`src/rtl/rr_sel_arbiter_pkg.sv`:
```
// Shared definitions for the round-robin select arbiter: FSM encoding and
// a one-hot helper sized for the widest select the package supports.
package rr_sel_arbiter_pkg;

    localparam int MAX_SIZE   = 8;
    localparam int MAX_INPUTS = 2 ** MAX_SIZE;

    typedef enum logic {
        ST_IDLE = 1'b0,
        ST_BUSY = 1'b1
    } state_e;

    // Callers truncate the result to their own INPUTS width.
    function automatic logic [MAX_INPUTS-1:0] onehot(input logic [MAX_SIZE-1:0] idx);
        return MAX_INPUTS'(1) << idx;
    endfunction

endpackage

```
`src/rtl/rr_sel_arbiter_prio.sv`:
```
// Rotating priority encoder: finds the first set req bit searching from
// ptr+1 upward (mod INPUTS), so input ptr is checked last.
module rr_prio_enc #(
    parameter int SIZE   = 2,
    parameter int INPUTS = 2 ** SIZE
) (
    input  logic [INPUTS-1:0] req,
    input  logic [SIZE-1:0]   ptr,
    output logic              any,
    output logic [SIZE-1:0]   idx
);

    logic [SIZE-1:0]   start;
    logic [INPUTS-1:0] rot;
    logic [SIZE-1:0]   low;

    assign start = ptr + SIZE'(1);
    // Rotate right via a doubled vector; the low half is the rotated request.
    assign rot   = INPUTS'({req, req} >> start);
    assign any   = |req;

    always_comb begin
        low = '0;
        for (int i = INPUTS - 1; i >= 0; i--) begin
            if (rot[i]) low = SIZE'(i);
        end
    end

    assign idx = low + start;

endmodule

```
`src/rtl/rr_sel_arbiter.sv`:
```
// Round-robin arbiter driving a Mux select: holds the grant until done,
// then rotates to the next requester with no idle bubble.
module rr_sel_arbiter
    import rr_sel_arbiter_pkg::*;
#(
    parameter int SIZE = 2,
    localparam int INPUTS = 2 ** SIZE
) (
    input  logic              clk,
    input  logic              rst,
    input  logic [INPUTS-1:0] req,
    input  logic              done,
    output logic [SIZE-1:0]   sel,
    output logic [INPUTS-1:0] grant,
    output logic              valid
);

    state_e            state_q, state_d;
    logic [SIZE-1:0]   ptr_q, ptr_d;
    logic [SIZE-1:0]   sel_q, sel_d;
    logic [INPUTS-1:0] grant_q, grant_d;
    logic              valid_q, valid_d;

    logic [SIZE-1:0]   enc_ptr;
    logic              enc_any;
    logic [SIZE-1:0]   enc_idx;

    // On done the just-served input becomes the new pointer, so re-arbitrate
    // against sel directly rather than waiting for ptr_q to update.
    assign enc_ptr = (state_q == ST_BUSY) ? sel_q : ptr_q;

    rr_prio_enc #(.SIZE(SIZE), .INPUTS(INPUTS)) u_enc (
        .req (req),
        .ptr (enc_ptr),
        .any (enc_any),
        .idx (enc_idx)
    );

    always_comb begin
        state_d = state_q;
        ptr_d   = ptr_q;
        sel_d   = sel_q;
        grant_d = grant_q;
        valid_d = valid_q;
        case (state_q)
            ST_IDLE: begin
                if (enc_any) begin
                    state_d = ST_BUSY;
                    sel_d   = enc_idx;
                    grant_d = INPUTS'(onehot(MAX_SIZE'(enc_idx)));
                    valid_d = 1'b1;
                end
            end
            ST_BUSY: begin
                if (done) begin
                    ptr_d = sel_q;
                    if (enc_any) begin
                        sel_d   = enc_idx;
                        grant_d = INPUTS'(onehot(MAX_SIZE'(enc_idx)));
                    end else begin
                        state_d = ST_IDLE;
                        grant_d = '0;
                        valid_d = 1'b0;
                    end
                end
            end
            default: state_d = ST_IDLE;
        endcase
    end

    always_ff @(posedge clk or posedge rst) begin
        if (rst) begin
            state_q <= ST_IDLE;
            ptr_q   <= SIZE'(INPUTS - 1);
            sel_q   <= '0;
            grant_q <= '0;
            valid_q <= 1'b0;
        end else begin
            state_q <= state_d;
            ptr_q   <= ptr_d;
            sel_q   <= sel_d;
            grant_q <= grant_d;
            valid_q <= valid_d;
        end
    end

    assign sel   = sel_q;
    assign grant = grant_q;
    assign valid = valid_q;

endmodule
```
`config.mk`:
```
export PLATFORM = sky130hd
export DESIGN_NAME = rr_sel_arbiter
export DESIGN_NICKNAME = d
export VERILOG_FILES = /design/src/rtl/rr_sel_arbiter_pkg.sv /design/src/rtl/rr_sel_arbiter_prio.sv /design/src/rtl/rr_sel_arbiter.sv
export SDC_FILE = /design/constraint.sdc
export NUM_CORES = 1
export LEC_CHECK = 0
export CELL_PAD_IN_SITES_DETAIL_PLACEMENT = 1
export CELL_PAD_IN_SITES_GLOBAL_PLACEMENT = 1
export CORE_MARGIN = 2
export CORE_UTILIZATION = 38
export CTS_CLUSTER_DIAMETER = 150
export DETAILED_ROUTE_END_ITERATION = 16
export PLACE_DENSITY = 0.9
export REMOVE_ABC_BUFFERS = 1
export SETUP_SLACK_MARGIN = 0.3
export SYNTH_ARGS = -nofsm -noshare
export SYNTH_HDL_FRONTEND = slang
export SYNTH_SLANG_ARGS = --single-unit
```
`constraint.sdc`:
```
create_clock -name clk -period 6 [get_ports clk]
set_clock_uncertainty 0.05 [all_clocks]
set_input_delay 0.6 -clock clk [delete_from_list [all_inputs] [get_ports clk]]
set_output_delay 0.6 -clock clk [all_outputs]
set_load 0.01 [all_outputs]
```
# ---- Word level (Yosys, flattened, before mapping)
# Cells that the tools add are included.
dict set report totals {
  output_inout_bits 7
  register_bits 10
  input_bits 7
}
dict set report classes {
  n_reduce_logical 4
  n_shift 2
  n_addsub 2
  n_bitwise 1
  eq_ne 3
  muxes 19
}
# cell n
set ops {}
lappend ops {{$mux 2} 7}
lappend ops {{$mux 4} 3}
lappend ops {{$pmux 4 s2} 1}
lappend ops {{$shr 8x2->4} 1}
lappend ops {{$ne 2x2->1 const B} 3}
lappend ops {{$mux 1} 5}
lappend ops {{$pmux 1 s2} 2}
lappend ops {{$pmux 2 s2} 1}
lappend ops {{$reduce_and 2->1} 2}
lappend ops {{$reduce_or 4->1} 1}
lappend ops {{$shl 1x2->4 const A} 1}
lappend ops {{$reduce_and 3->1} 1}
lappend ops {{$add 2x1->2 const B} 1}
lappend ops {{$add 2x2->2} 1}
lappend ops {{$not 1->1} 1}

# ---- Longest topological paths before layout
dict set report logic_depth {
  depth_word 12
  ltp_mapped 10
  ltp_nobuf 10
}

# ---- By module
# A second synthesis with hierarchy kept.
dict set report hier_totals {
  cells_unflattened 68
  hier_area_um2 634.4
}
# mod instances seq_area_each_um2 area_per_inst_um2 cells_each
set modules_own_cells {}
lappend modules_own_cells {rr_sel_arbiter 1 252.7 427.9 36}
lappend modules_own_cells {rr_prio_enc 1 0.0 206.4 32}

# ---- Worst setup path after synthesis
# Ideal clock, no wire load.
dict set report synth_path {
  kind {register to register}
  from {register sel_q[0] (netlist: sel[0])}
  to {register grant_q[2] (netlist: grant[2])}
  t_arrival_ns 2.252
  required_time_ns 5.824
  stages_incl_launch_ff 11
  setup_slack_ns 3.572
  synth_period_minus_slack_ns 2.428
  setup_time_ns 0.126
  cell_sequence {dfrtp_1 -> xnor2_1 -> mux2i_1 -> a21oi_1 -> o21ai_0 -> a32oi_1 -> ha_1 -> nand3b_1 -> nor2_1 -> mux2_1 -> a221o_1}
}
dict set report synth_between {
  elab_chain_len 12
}
# item line_no
set synth_rtl {}
lappend synth_rtl {{start, declared} rr_sel_arbiter.sv:20} ;# logic [SIZE-1:0] sel_q, sel_d;
lappend synth_rtl {{start signal, assigned} rr_sel_arbiter.sv:81} ;# sel_q <= sel_d;
lappend synth_rtl {{$mux 2 (*)} rr_sel_arbiter.sv:30} ;# assign enc_ptr = (state_q == ST_BUSY) ? sel_q : ptr_q;
lappend synth_rtl {{$add 2x1->2 (*)} rr_sel_arbiter_prio.sv:17} ;# assign start = ptr + SIZE'(1);
lappend synth_rtl {{$shr 8x2->4} rr_sel_arbiter_prio.sv:19} ;# assign rot = INPUTS'({req, req} >> start);
lappend synth_rtl {{$mux 2 (4 in a row)} rr_sel_arbiter_prio.sv:25} ;# if (rot[i]) low = SIZE'(i);
lappend synth_rtl {{$add 2x2->2 (*)} rr_sel_arbiter_prio.sv:29} ;# assign idx = low + start;
lappend synth_rtl {{net enc_idx[0]} rr_sel_arbiter.sv:26} ;# logic [SIZE-1:0] enc_idx;
lappend synth_rtl {{$shl 1x2->4 (*)} rr_sel_arbiter_pkg.sv:15} ;# return MAX_INPUTS'(1) << idx;
lappend synth_rtl {{$mux 4} rr_sel_arbiter.sv:57} ;# if (enc_any) begin
lappend synth_rtl {{$mux 4} rr_sel_arbiter.sv:55} ;# if (done) begin
lappend synth_rtl {{$pmux 4 s2 (*)} rr_sel_arbiter.sv:45} ;# case (state_q)
lappend synth_rtl {{end signal, assigned} rr_sel_arbiter.sv:82} ;# grant_q <= grant_d;
lappend synth_rtl {{end, declared} rr_sel_arbiter.sv:21} ;# logic [INPUTS-1:0] grant_q, grant_d;
# Mark *: on every way through the listed nets, which the timed path passes. The rest lies on a longest branch. The select of a mux whose other input is x is not followed.
# A chain may end at the register's enable or synchronous reset.

# ---- Worst setup path in the final report
dict set report layout_path {
  from {register ptr_q[0]}
  to {register grant_q[2] (netlist: grant[2])}
}
dict set report layout_between {
  elab_chain_len 12
}
# item line_no
set layout_rtl {}
lappend layout_rtl {{start, declared} rr_sel_arbiter.sv:19} ;# logic [SIZE-1:0] ptr_q, ptr_d;
lappend layout_rtl {{start signal, assigned} rr_sel_arbiter.sv:74} ;# ptr_q <= SIZE'(INPUTS - 1);
lappend layout_rtl {{start signal, assigned} rr_sel_arbiter.sv:80} ;# ptr_q <= ptr_d;
lappend layout_rtl {{$mux 2 (*)} rr_sel_arbiter.sv:30}
lappend layout_rtl {{$add 2x1->2 (*)} rr_sel_arbiter_prio.sv:17}
lappend layout_rtl {{$shr 8x2->4} rr_sel_arbiter_prio.sv:19}
lappend layout_rtl {{$mux 2 (4 in a row)} rr_sel_arbiter_prio.sv:25}
lappend layout_rtl {{$add 2x2->2 (*)} rr_sel_arbiter_prio.sv:29}
lappend layout_rtl {{net enc_idx[0]} rr_sel_arbiter.sv:26}
lappend layout_rtl {{$shl 1x2->4 (*)} rr_sel_arbiter_pkg.sv:15}
lappend layout_rtl {{$mux 4} rr_sel_arbiter.sv:57}
lappend layout_rtl {{$mux 4} rr_sel_arbiter.sv:55}
lappend layout_rtl {{$pmux 4 s2 (*)} rr_sel_arbiter.sv:45}
# Marks and branches as above.

==> impl_metrics.env <==
export IMPL_status="complete, no violations"
export IMPL_die_x_um=44.9
export IMPL_post_cts_resized=0
export IMPL_worstPathArrival_ns=2.80
export IMPL_syn2layout_area_growth_pct=27.8
export IMPL_hold_viol=0
export IMPL_design_die_area_sq_um=2020
export IMPL_fp_row_count=14
export IMPL_antennaDiodeCount=0
export IMPL_wl_mm=1.56
export IMPL_worst_pin_slew_ns=0.498
export IMPL_yosys_warnings=0
export IMPL_synth_edf_count=0
export IMPL_cts_tree="built"
export IMPL_grt_pass1_wl_mm=2.42
export IMPL_ant_nets=0
export IMPL_synth_seq_cells=10
export IMPL_end_kind="flip-flop"
export IMPL_cts_max_level=1
export IMPL_syn_area_per_cell_sq_um=9.35
export IMPL_min_period_ns=2.69
export IMPL_worst_path_buf_inv=0
export IMPL_cp_max_fo=5
export IMPL_n_fill_cell=185
export IMPL_io_buffers=13
export IMPL_critical_path_top_delay_family="multiplexers"
export IMPL_critPathRequiredTime_ns=6.11
export IMPL_drc=0
export IMPL_path_cells="xnor2_1, mux2i_1, a21oi_1, o21ai_0, a32oi_1, ha_1, nand3b_1, nor2_1, mux2_1, a221o_1"
export IMPL_synth_main_ff_cell="dfrtp_1"
export IMPL_place_gp_congestion=0.802
export IMPL_worstSetupPathType="flip-flop to flip-flop"
export IMPL_drtIter0Drc=0
export IMPL_cts_sinks=10
export IMPL_power_leakage_nw=0.340
export IMPL_cap_violations=0
export IMPL_synth_cells=68
export IMPL_synthArstFlopShare=1.00
export IMPL_nets=94
export IMPL_grt_pass1_vias=540
export IMPL_grt_max_degree=11
export IMPL_final_util=0.527
export IMPL_finalMaxSlewViolations=0
export IMPL_dpl_hpwl_mm=1.23
export IMPL_finalCritPeriodShare=0.448
export IMPL_clk_latency_ns=0.27
export IMPL_grt_setup_unrepaired="no"
export IMPL_cts_hold_buf=0
export IMPL_setup_tns_ns=0
export IMPL_initial_core_util=0.412
export IMPL_setup_violations=0
export IMPL_slowest_stage="dfstp_2"
export IMPL_cts_buffers=3
export IMPL_gr_total_overflow=0
export IMPL_pin_count=14
export IMPL_via_per_inst=5.75
export IMPL_vdd_drop_max_v=0.000215
export IMPL_firstDrtPassIters=1
export IMPL_netlist_area_sq_um=636
export IMPL_p_total_w=0.000382
export IMPL_relSlewSlack=0.659
export IMPL_cts_root_buffer="clkbuf_4"
export IMPL_antenna_found_initial=0
export IMPL_startpoint_type="flip-flop"
export IMPL_num_vias=581
export IMPL_grt_util_all_layers=0.171
export IMPL_clock_fmax_mhz=372
export IMPL_clk_path_buf_depth=2
export IMPL_seq_area_frac_synth=0.398
export IMPL_min_delay_path_class="flip-flop to flip-flop"
export IMPL_power_density_nw_per_um2=471
export IMPL_wl_per_cell_um=15.4
export IMPL_yosysUniqueCellTypes=35
export IMPL_path_clk_slew_ns=0.07
export IMPL_die_h_um=44.9
export IMPL_postCtsSetupBuffers=0
export IMPL_slowest_delay_ns=0.55
export IMPL_layout_drive_gt1_share=0.118
export IMPL_core_sq_um=1540
[layer usage]
metal / routed length (um) / up-vias / global-route usage
met4: 0 / 0 / 0.0176
li1: - / 283 / -
met5: 0 / - / 0
met2: 848 / 11 / 0.339
met3: 54 / 0 / 0.0600
met1: 657 / 287 / 0.175
[path summary, 6_finish.rpt]
check / to / slack, ns / depth (start not counted) / start
setup / recovery: grant[2] / 3.31 / 10 / ptr_q[0]
hold / removal: valid / 0.44 / 1 / valid
setup reg to reg: grant[2] / 3.31 / 10 / ptr_q[0]
hold reg to reg: valid / 0.44 / 1 / valid
max in group asynchronous: ptr_q[0] / 5.00 / 2 / rst
min in group asynchronous: grant[1] / 0.56 / 2 / rst
[state kept, by name (all words and copies together) (netlist names)]
register and count:
grant 4, ptr_q 2, sel 2, state_q 1
valid 1
[kinds of logic after synthesis]
kind of cell	Yosys count	share of synthesized area
XOR/XNOR	2	0.0276
AND/OR/NAND/NOR	29	0.232
multiplexers	6	0.106
buffers and inverters	4	0.0236
AO/OA/AOI/OAI	16	0.193
adder cells (fa/ha/maj)	1	0.0197
flip-flops	10	0.398
[cells in the mapped netlist, drive strengths merged, types with 3 or more instances]
cell,count,area (sq um)
nor2,6,22.5
mux2i,3,33.8
inv,4,15.0
nand2,9,33.8
dfrtp,8,200
mux2,3,33.8
[power by group]
| part | switching, W | internal [W] | total (W) |
|---|---|---|---|
| clock | 0.0000239 | 0.0000257 | 0.0000496 |
| combinational | 0.000108 | 0.000105 | 0.000212 |
| sequential | 0.0000217 | 0.0000986 | 0.000120 |
| total | 0.000153 | 0.000229 | 0.000382 |
[final cells by class]
| class | instances | area (sq um) | area share |
|---|---|---|---|
| repair buffers | 13 | 130 | 0.160 |
| well taps | 16 | 20.0 | 0.0247 |
| multi-input cells | 54 | 368 | 0.453 |
| clock buffers | 4 | 26.3 | 0.0324 |
| inverters | 4 | 15.0 | 0.0185 |
| flip-flops and latches | 10 | 253 | 0.311 |
[placed cells by master (no fill, tap or decap), types with 3 or more instances in the layout]
| cell | n |
|---|---|
| clkdlybuf4s50_1 | 13 |
| nand2_1 | 9 |
| dfrtp_1 | 8 |
| nor2_1 | 6 |
| inv_1 | 4 |
| clkbuf_4 | 3 |
[metrics by stage]
step	instances	hold slack (ns)	setup slack [ns]	instance area (sq um)
finish	101	0.442	3.31	812
floorplan	68	0.389	3.57	636
detailed placement	97	0.432	3.13	786
global route	101	0.462	3.18	812
CTS	101	0.448	3.29	812
global placement	97	0.418	3.18	786
(Power assumes the default switching activity.)
